## src/rtl/word_bank.sv

```systemverilog
// Clocked word bank: DEPTH words of BUSWIDTH bits with per-lane writes, a registered
// one-cycle read port and a sequencer that zeroes every word after reset or on request.
module word_bank #(
  parameter int BUSWIDTH  = 8,
  parameter int LANEWIDTH = 8,
  parameter int DEPTH     = 16,
  parameter int ADDRWIDTH = 4,
  parameter int RDW_MODE  = 0
) (
  input  logic                           clk_i,
  input  logic                           rst_i,
  input  logic                           clear_i,
  output logic                           ready_o,
  input  logic [ADDRWIDTH-1:0]           addr_i,
  input  logic                           WEn_i,
  input  logic [BUSWIDTH/LANEWIDTH-1:0]  lane_en_i,
  input  logic [BUSWIDTH-1:0]            data_i,
  input  logic                           REn_i,
  output logic [BUSWIDTH-1:0]            data_o,
  output logic                           valid_o
);

  localparam int LANES = BUSWIDTH / LANEWIDTH;
  localparam logic [ADDRWIDTH:0]   DEPTH_W   = (ADDRWIDTH+1)'(DEPTH);
  localparam logic [ADDRWIDTH-1:0] LAST_ADDR = ADDRWIDTH'(DEPTH - 1);
  localparam logic [ADDRWIDTH-1:0] ADDR_ONE  = ADDRWIDTH'(32'd1);
  localparam logic [ADDRWIDTH-1:0] ADDR_ZERO = {ADDRWIDTH{1'b0}};
  localparam logic [BUSWIDTH-1:0]  WORD_ZERO = {BUSWIDTH{1'b0}};

  typedef enum logic {CLEAR = 1'b0, IDLE = 1'b1} state_t;

  state_t                state_r, state_nxt_s;
  logic [ADDRWIDTH-1:0]  clr_addr_r, clr_addr_nxt_s;
  logic                  ready_r, ready_nxt_s;
  logic                  valid_r, valid_nxt_s;
  logic [BUSWIDTH-1:0]   data_r, data_nxt_s;
  logic [BUSWIDTH-1:0]   mem_r [DEPTH];

  logic                  clr_last_s;
  logic                  in_range_s;
  logic [BUSWIDTH-1:0]   rd_word_s;
  logic [BUSWIDTH-1:0]   merged_s;
  logic                  mem_we_s;
  logic [ADDRWIDTH-1:0]  mem_addr_s;
  logic [BUSWIDTH-1:0]   mem_wdata_s;

  // Replace the enabled lanes of old_word with the matching lanes of new_word.
  function automatic logic [BUSWIDTH-1:0] merge_lanes(
    input logic [BUSWIDTH-1:0] old_word,
    input logic [BUSWIDTH-1:0] new_word,
    input logic [LANES-1:0]    mask
  );
    logic [BUSWIDTH-1:0] res;
    res = old_word;
    for (int j = 0; j < LANES; j++) begin
      if (mask[j]) begin
        res[j*LANEWIDTH +: LANEWIDTH] = new_word[j*LANEWIDTH +: LANEWIDTH];
      end else begin
        res[j*LANEWIDTH +: LANEWIDTH] = old_word[j*LANEWIDTH +: LANEWIDTH];
      end
    end
    return res;
  endfunction

  assign clr_last_s = (clr_addr_r == LAST_ADDR);
  assign in_range_s = ({1'b0, addr_i} < DEPTH_W);
  assign rd_word_s  = in_range_s ? mem_r[addr_i] : WORD_ZERO;
  assign merged_s   = merge_lanes(rd_word_s, data_i, lane_en_i);

  // State register and registered outputs.
  always_ff @(posedge clk_i) begin
    if (rst_i) begin
      state_r    <= CLEAR;
      clr_addr_r <= ADDR_ZERO;
      ready_r    <= 1'b0;
      valid_r    <= 1'b0;
      data_r     <= WORD_ZERO;
    end else begin
      state_r    <= state_nxt_s;
      clr_addr_r <= clr_addr_nxt_s;
      ready_r    <= ready_nxt_s;
      valid_r    <= valid_nxt_s;
      data_r     <= data_nxt_s;
    end
  end

  // Storage array; reset leaves contents alone, the clear sequence zeroes them.
  always_ff @(posedge clk_i) begin
    if (mem_we_s && !rst_i) begin
      mem_r[mem_addr_s] <= mem_wdata_s;
    end
  end

  // Next-state logic: sweep clr_addr in CLEAR, re-enter CLEAR on request.
  always_comb begin
    state_nxt_s    = state_r;
    clr_addr_nxt_s = clr_addr_r;
    case (state_r)
      CLEAR: begin
        clr_addr_nxt_s = clr_addr_r + ADDR_ONE;
        if (clr_last_s) begin
          state_nxt_s = IDLE;
        end else begin
          state_nxt_s = CLEAR;
        end
      end
      IDLE: begin
        if (clear_i) begin
          state_nxt_s    = CLEAR;
          clr_addr_nxt_s = ADDR_ZERO;
        end else begin
          state_nxt_s    = IDLE;
          clr_addr_nxt_s = clr_addr_r;
        end
      end
      default: begin
        state_nxt_s    = CLEAR;
        clr_addr_nxt_s = ADDR_ZERO;
      end
    endcase
  end

  // Output and array-port logic; clear_i beats any access on the same edge.
  always_comb begin
    ready_nxt_s = ready_r;
    valid_nxt_s = 1'b0;
    data_nxt_s  = data_r;
    mem_we_s    = 1'b0;
    mem_addr_s  = clr_addr_r;
    mem_wdata_s = WORD_ZERO;
    case (state_r)
      CLEAR: begin
        mem_we_s    = 1'b1;
        mem_addr_s  = clr_addr_r;
        mem_wdata_s = WORD_ZERO;
        if (clr_last_s) begin
          ready_nxt_s = 1'b1;
        end else begin
          ready_nxt_s = 1'b0;
        end
      end
      IDLE: begin
        if (clear_i) begin
          ready_nxt_s = 1'b0;
        end else begin
          ready_nxt_s = 1'b1;
          if (WEn_i && in_range_s) begin
            mem_we_s    = 1'b1;
            mem_addr_s  = addr_i;
            mem_wdata_s = merged_s;
          end else begin
            mem_we_s    = 1'b0;
          end
          if (REn_i) begin
            valid_nxt_s = 1'b1;
            if ((RDW_MODE != 0) && WEn_i && in_range_s) begin
              data_nxt_s = merged_s;
            end else begin
              data_nxt_s = rd_word_s;
            end
          end else begin
            valid_nxt_s = 1'b0;
            data_nxt_s  = data_r;
          end
        end
      end
      default: begin
        ready_nxt_s = 1'b0;
      end
    endcase
  end

  assign ready_o = ready_r;
  assign valid_o = valid_r;
  assign data_o  = data_r;

endmodule

```

## config.mk

```make
export PLATFORM = sky130hd
export DESIGN_NAME = word_bank
export DESIGN_NICKNAME = d
export VERILOG_FILES = /design/src/rtl/word_bank.sv
export SDC_FILE = /design/constraint.sdc
export NUM_CORES = 1
export LEC_CHECK = 0
export ABC_AREA = 0
export BUFFER_PORTS_ARGS = -buffer_cell sky130_fd_sc_hd__buf_2
export CAP_MARGIN = 10
export CORE_MARGIN = 2
export CORE_UTILIZATION = 50
export CTS_CLUSTER_SIZE = 28
export DETAILED_ROUTE_END_ITERATION = 7
export PLACE_DENSITY = 0.64
export SYNTH_ARGS = -nofsm -noshare
export SYNTH_HDL_FRONTEND = slang
export SYNTH_SLANG_ARGS = --single-unit
```

## constraint.sdc

```tcl
create_clock -name clk_i -period 2.8 [get_ports clk_i]
set_input_delay 0.42 -clock clk_i [delete_from_list [all_inputs] [get_ports clk_i]]
set_output_delay 0.42 -clock clk_i [all_outputs]
set_load 0.05 [all_outputs]
```

==> summary.md, run 1 <==
| Metric | Value |
|---|---|
| Outcome | `finished clean` |
| Final worst path period share | `between 80% and 90%` |
| Int Power | `about 3.8 mW` |
| Mapped Avg Cell Area | `around 17 um2` |
| Worst EP arrival | `between 2 and 2.5 ns` |
| # hold bufs at CTS | `0` |
| MaxCap Viol Count | `0` |
| Sw Share | `21.4%` |
| Wl on met1 | `~5700 um` |
| Worst path slowest cell | `nor2_1` |
| FMAX | `419 MHz` |
| Worst Path Max Fanout | `14` |
| Antenna cells | `0` |
| Crit path launch | `ready_o` |
| Post-synth top area share | `roughly 67%` |
| CP Buf/Inv Count | `0` |
| Post-DP HPWL | `between 8000 and 9000 um` |
| Post-synthesis sequential area ratio | `71.8%` |
| Crit end category | `register` |
| Top cells by area, synth | `edfxtp_1 67%, mux2i_1 6.1%, mux4_2 5.9%` |
| Peak VDD IR | `0.662 mV` |
| GP Congestion | `approximately 0.82` |
| PortBufs | `27` |
| DR pass1 iterations | `5` |
| Sw Pwr | `between 1 and 1.5 mW` |
| Sequential group share of total power | `48.5%` |
| Yosys warns | `0` |
| WHS Path Cells | `2` |
| Maximum number of pins on one net before global-route repair | `17` |
| Clock Power Share | `between 40% and 50%` |
| Worst-Margin Slew | `between 1 and 1.5 ns` |
| Clock transition at the registers of the reported paths | `approximately 0.060 ns` |
| Total track usage | `a little over a fifth` |
| CP peak stage delay | `around 0.67 ns` |
| DR DRC count | `0` |
| Reg2reg path depth | `4` |
| Final nets | `slightly above 400` |
| RSZ-0062 raised after global routing | `no` |
| Net Count, Synth | `approximately 360` |
| Leakage | `~2.4 nW` |
| Die Span Y | `about 110 um` |
| Post-synth EDFFs | `between 100 and 150` |
| Max H-tree Level | `4` |
| Critical path endpoint | `mem_r[5][7]` |
| IO Count | `28` |
| DIE AREA | `roughly 12,000 um2` |
| Startpoint types | `register` |
| Final Critical Period | `approximately 2.4 ns` |
| Routed len/inst | `22.9 um` |
| Post-Route WL | `approximately 13,000 um` |
| Initial antenna violation count | `0` |
| CTS tree | `yes` |
| Delay-heaviest family, CP | `simple AND/OR/NAND/NOR gates` |
| Cell area after synthesis | `5740 um2` |
| Share of post-route cells with drive strength above 1 | `26.8%` |
| Flops & latches, synth | `around 140` |
| Final setup fails | `0` |
| Post-route ant nets | `0` |
| Comb power frac | `around 5.0%` |
| Top Metal Used | `met4` |
| CP Depth | `4` |
| Met2 wire len | `around 5800 um` |
| Vias in the first global route | `3,319` |
| Initial core utilization | `50.7%` |
| Average vias per placed instance | `5.94` |
| CTS buffer count | `17` |
| Fin. Hold Viols | `0` |
| Dpl cells | `about 520` |
| Clock root buffer master | `clkbuf_16` |
| Post-synth top area cell | `edfxtp_1` |
| Clock tree buffer depth | `2` |
| Layout area overhead | `17.2%` |
| Worst Path Required | `~2.8 ns` |
| Slew Limit Headroom | `between 20 and 30%` |
| Clock sinks | `around 140` |
| Hold WC Path Type | `in2reg` |
| Via count | `between 3,000 and 4,000` |
| Max-slew violation count | `0` |
| Hold slack final | `0.294 ns` |
| Ys flop type | `edfxtp_1` |
| Setup slack, reg-to-reg | `between 0.4 and 0.5 ns` |
| Initial DRC Count | `between 300 and 400` |
| Distinct cells, synth | `40` |
| Mapped Cells | `340` |
| CTS resizes | `0` |
| Fin Setup TNS | `0 ns` |
| Critical path class | `reg2reg` |
| Met3 routed WL | `896 um` |
| CP Cell Sequence | `and3b_1 -> mux2_2 -> nand3b_1 -> nor2_1` |
| Worst-Skew Late Latency | `0.41 ns` |
| Die W | `~110 um` |
| Non-filler instance count after layout | `550` |
| Critical R2R Launch | `ready_o` |
| Post-CTS setup buffers | `0` |
| Synth async-reset ratio | `0%` |
| Std cell rows | `39` |
| Gr ovfl total | `0` |
| Skew final | `~0.0067 ns` |
| Global-route wire length before repair | `just under 20,000 um` |
| Power Density | `710 nW/um2` |
| Core area | `11,300 um2` |
| Worst r2r dst | `mem_r[5][7]` |
[registers in the layout (all words and copies together), names as in the netlist]
| signal | count |
|---|---|
| ready_o | 1 |
| data_o | 8 |
| clr_addr_r | 4 |
| valid_o | 1 |
| mem_r | 128 |
[stage by stage]
step | power, mW | instance area [um2] | util [%] | worst slack [ns]
global route | 4.92 | 6730 | 59.4 | 0.258
global placement | 2.60 | 6130 | 54.2 | 0.303
detailed placement | 2.60 | 6130 | 54.2 | 0.275
finish | 4.78 | 6730 | 59.4 | 0.416
CTS | 4.80 | 6730 | 59.4 | 0.407
floorplan | 2.52 | 5740 | - | 0.561
[layer usage]
metal,up-vias,track usage (%)
li1,1475,-
met1,1655,29.2
met2,122,32.5
met3,16,7.11
met4,0,6.67
met5,-,0
[cell usage after synthesis, types with 2 or more instances]
cell / count
a21oi_1: 8
clkbuf_1: 8
a211oi_1: 2
buf_6: 2
nor2_1: 36
inv_1: 3
a221o_1: 14
o22ai_1: 8
nand3b_1: 5
nor3_1: 2
o21ba_2: 7
nor2b_1: 4
mux2i_1: 35
a31oi_1: 4
buf_2: 4
buf_4: 2
a22o_1: 7
nand2b_1: 3
nand2_1: 3
dfxtp_1: 14
edfxtp_1: 128
mux4_2: 15
o21ai_0: 9
[power by group through the flow]
stage / sequential (mW) / clock, mW / combinational (mW)
after floorplan: 2.36 / 0 / 0.162
after global placement: 2.36 / 0 / 0.235
after detailed placement: 2.36 / 0 / 0.237
after CTS: 2.32 / 2.24 / 0.239
after global routing: 2.32 / 2.34 / 0.258
final: 2.32 / 2.22 / 0.240
[cells by family (layout without fill, tap and decap cells)]
family	count (synthesis)	in the layout	share of synthesized area (%)
muxes	51	51	12.2
adders and majority gates	1	1	0.218
AOI/OAI and AO/OA	63	63	8.32
and+or+nand+nor	60	60	4.99
DFF	142	142	71.8
buffers and inverters	23	90	2.46
[how the worst min path moves through the flow]
| stage | to | from | slack [ns] |
|---|---|---|---|
| 5_1_grt | clr_addr_r[3] | rst_i | 0.28 |
| 2_1_floorplan | clr_addr_r[3] | clr_addr_r[3] | 0.48 |
| 6_report | clr_addr_r[3] | rst_i | 0.29 |
| 4_1_cts | clr_addr_r[3] | rst_i | 0.28 |
| 3_5_place_dp | data_o[3] | data_o[3] | 0.46 |
| 3_3_place_gp | data_o[4] | data_o[4] | 0.46 |
[worst reg2reg max path, delay by kind of cell, from the launching register on]
| kind | cells | cell delay [ns] |
|---|---|---|
| flops | 1 | 0.56 |
| simple gates | 3 | 1.22 |
| mux | 1 | 0.22 |
[placed cells by master, fill, tap and decap left out, types with 2 or more instances in the layout]
master      synthesis  routed
a221o_1            14      14
nor3_1              2       2
nor2_1             36      36
mux2i_1            35      35
inv_6               0       5
buf_2               4      27
a211oi_1            2       2
a21oi_1             8       8
nand3b_1            5       5
nand2b_1            3       3
bufinv_16           0       2
o22ai_1             8       8
buf_4               2      27
dfxtp_1            14      14
a22o_1              7       7
o21ai_0             9       9
mux4_2             15      15
o21ba_2             7       7
clkbuf_16           0      17
inv_1               3       3
clkinvlp_4          0       6
edfxtp_1          128     128
nor2b_1             4       4
nand2_1             3       3
a31oi_1             4       4
[final cells by class]
class | count | area, um2
fill | 858 | 4590
sequential | 142 | 4120
multi-input combinational | 175 | 1480
clock buffer | 18 | 439
timing repair buffer | 54 | 338
tap | 143 | 179
clock inverter | 14 | 158
inverter | 4 | 15.0
Power figures use the tool's default switching activity.
==> inputs of run 2 (changes only) <==
--- a/config.mk
+++ b/config.mk
@@ -9,10 +9,10 @@
 export BUFFER_PORTS_ARGS = -buffer_cell sky130_fd_sc_hd__buf_2
 export CAP_MARGIN = 10
 export CORE_MARGIN = 2
-export CORE_UTILIZATION = 50
+export CORE_UTILIZATION = 60
 export CTS_CLUSTER_SIZE = 28
 export DETAILED_ROUTE_END_ITERATION = 7
-export PLACE_DENSITY = 0.64
+export PLACE_DENSITY = 0.75
 export SYNTH_ARGS = -nofsm -noshare
 export SYNTH_HDL_FRONTEND = slang
 export SYNTH_SLANG_ARGS = --single-unit
==> summary.md, run 2 (same netlist as run 1, synthesis figures left out) <==
| Metric | Value |
|---|---|
| Clock sinks | `142 (unchanged)` |
| PortBufs | `27 (unchanged)` |
| Std cell rows | `35 (-10%)` |
| Final nets | `408 (-1.2%)` |
| Antenna cells | `0 (unchanged)` |
| Final Critical Period | `2.52 ns (+0.141 ns)` |
| DIE AREA | `10,400 um2 (-16%)` |
| Worst-Margin Slew | `1.04 ns (-0.0357 ns)` |
| Fin Setup TNS | `0 ns (unchanged)` |
| Initial antenna violation count | `0 (unchanged)` |
| Core area | `9280 um2 (-18%)` |
| Worst hold start | `rst_i` |
| Clock transition at the registers of the reported paths | `0.07 ns (about the same)` |
| DR DRC count | `0 (unchanged)` |
| Fin. Hold Viols | `0 (unchanged)` |
| Dpl cells | `499 (-3.7%)` |
| RSZ-0062 raised after global routing | `no` |
| Worst r2r dst | `mem_r[5][3]` |
| Non-filler instance count after layout | `531 (-3.5%)` |
| Worst-Skew Late Latency | `0.53 ns (+0.12 ns)` |
| Leakage | `2.38 nW (-0.50%)` |
| Gr ovfl total | `0 (unchanged)` |
| DR pass1 iterations | `5 (unchanged)` |
| Total track usage | `24.7% (+3.5 points)` |
| Hold Path End | `clr_addr_r[1]` |
| Hold slack final | `0.176 ns (-0.117 ns)` |
| Vias in the first global route | `3,200 (-3.6%)` |
| Clock root buffer master | `clkbuf_8` |
| Post-DP HPWL | `7770 um (-6.9%)` |
| Global-route wire length before repair | `18,000 um (-6.8%)` |
| Top reg by flops | `mem_r` |
| Initial core utilization | `61.8% (+11 points)` |
| Share of post-route cells with drive strength above 1 | `25.6% (-1.2 points)` |
| Post-route ant nets | `0 (unchanged)` |
| Power Density | `716 nW/um2 (+0.80%)` |
| Slew Limit Headroom | `30.5% (+2.4 points)` |
| GP Congestion | `0.935 (+14%)` |
| Layout area overhead | `16.5%` |
| Clock tree buffer depth | `2 (unchanged)` |
| Setup slack, reg-to-reg | `0.28 ns (-0.14 ns)` |
| Final worst path period share | `90.2% (+5.0 points)` |
| Worst Path Max Fanout | `15 (+1)` |
| Crit end category | `register` |
| Worst setup margin | `0.275 ns (-0.141 ns)` |
| Critical R2R Launch | `ready_o` |
| Startpoint types | `register` |
| Post-Route WL | `11,900 um (-5.5%)` |
| Power Total | `4.79 mW (+0.17%)` |
| Reg2reg path depth | `4 (unchanged)` |
| Worst EP arrival | `2.67 ns (+0.25 ns)` |
| Maximum number of pins on one net before global-route repair | `19 (+2)` |
| Most frequent cells in the layout | `128 x edfxtp_1, 36 x nor2_1, 35 x mux2i_1, 27 x buf_2, 21 x buf_4` |
| Via count | `3,272 (+0.12%)` |
| Routed len/inst | `22.4 um (-2.1%)` |
| Die Span Y | `102 um (-8.4%)` |
| Skew final | `0.0133 ns (+0.00651 ns)` |
| Worst Path Required | `2.95 ns (+0.11 ns)` |
| Place WS | `0.305 ns (+0.0295 ns)` |
| Final setup fails | `0 (unchanged)` |
| IO Count | `28 (unchanged)` |
| Hold WC Path Type | `in2reg` |
| Average vias per placed instance | `6.16 (+3.7%)` |
| Commonest non-fill, non-tap cell in the layout | `edfxtp_1` |
| Max H-tree Level | `4 (unchanged)` |
| Outcome | `finished clean` |
| FMAX | `396 MHz (-5.6%)` |
| WHS Path Cells | `2 (unchanged)` |
| Max-slew violation count | `0 (unchanged)` |
| Max reg flops | `128 (unchanged)` |
| Die W | `102 um (-8.4%)` |
| Critical path class | `reg2reg` |
| Initial DRC Count | `267 (-20%)` |
| CTS resizes | `0 (unchanged)` |
| MaxCap Viol Count | `0 (unchanged)` |
| # hold bufs at CTS | `0 (unchanged)` |
| CTS buffer count | `17 (unchanged)` |
| Post-CTS setup buffers | `0 (unchanged)` |
| Peak VDD IR | `0.448 mV (-32%)` |
| CTS tree | `yes` |
[run 2: layout make-up]
cell class                      instances  area, um2
Multi-Input combinational cell        175       1480
Inverter                                4       15.0
Timing Repair Buffer                   49        313
Tap cell                              129        161
Sequential cell                       142       4120
Clock inverter                         13        165
Clock buffer                           19        432
Fill cell                             591       2600
[run 2: power by group]
part           switching, mW  internal (mW)  leakage, nW
clock network          0.848           1.38        0.280
logic                  0.136          0.102        0.805
registers             0.0117           2.30         1.30
[run 2: critical path, cell delays in order (launching register included)]
cell and delay [ns]:
dfxtp_1 0.55, and3b_1 0.54, mux2_2 0.27, nand3b_1 0.17, nor2_1 0.62
[run 2: how the worst max path moves through the flow]
stage | start | to | slack, ns | cells past startpoint
2_1_floorplan | ready_o | mem_r[0][0] | 0.56 | 5
3_3_place_gp | clear_i | mem_r[5][0] | 0.29 | 5
3_5_place_dp | clear_i | mem_r[5][1] | 0.30 | 5
4_1_cts | ready_o | mem_r[5][4] | 0.30 | 4
5_1_grt | ready_o | mem_r[13][2] | 0.06 | 4
6_report | ready_o | mem_r[5][3] | 0.28 | 4
[run 2: stage by stage]
stage | cell area [um2] | util, %
final | 6690 | 72.0
after global routing | 6690 | 72.0
after CTS | 6690 | 72.0
after detailed placement | 6090 | 65.6
after global placement | 6090 | 65.6
after floorplan | 5740 | -
[run 2: routing by layer]
layer  part of all wire, %  wire [um]  vias up  track usage [%]
met1                    42       4940     1665             34.0
met3                   6.4        763       20             5.75
li1                      -          -     1458                -
met5                     0          0        -                0
met2                    51       6030      129             39.6
met4                   1.4        169        0             8.51
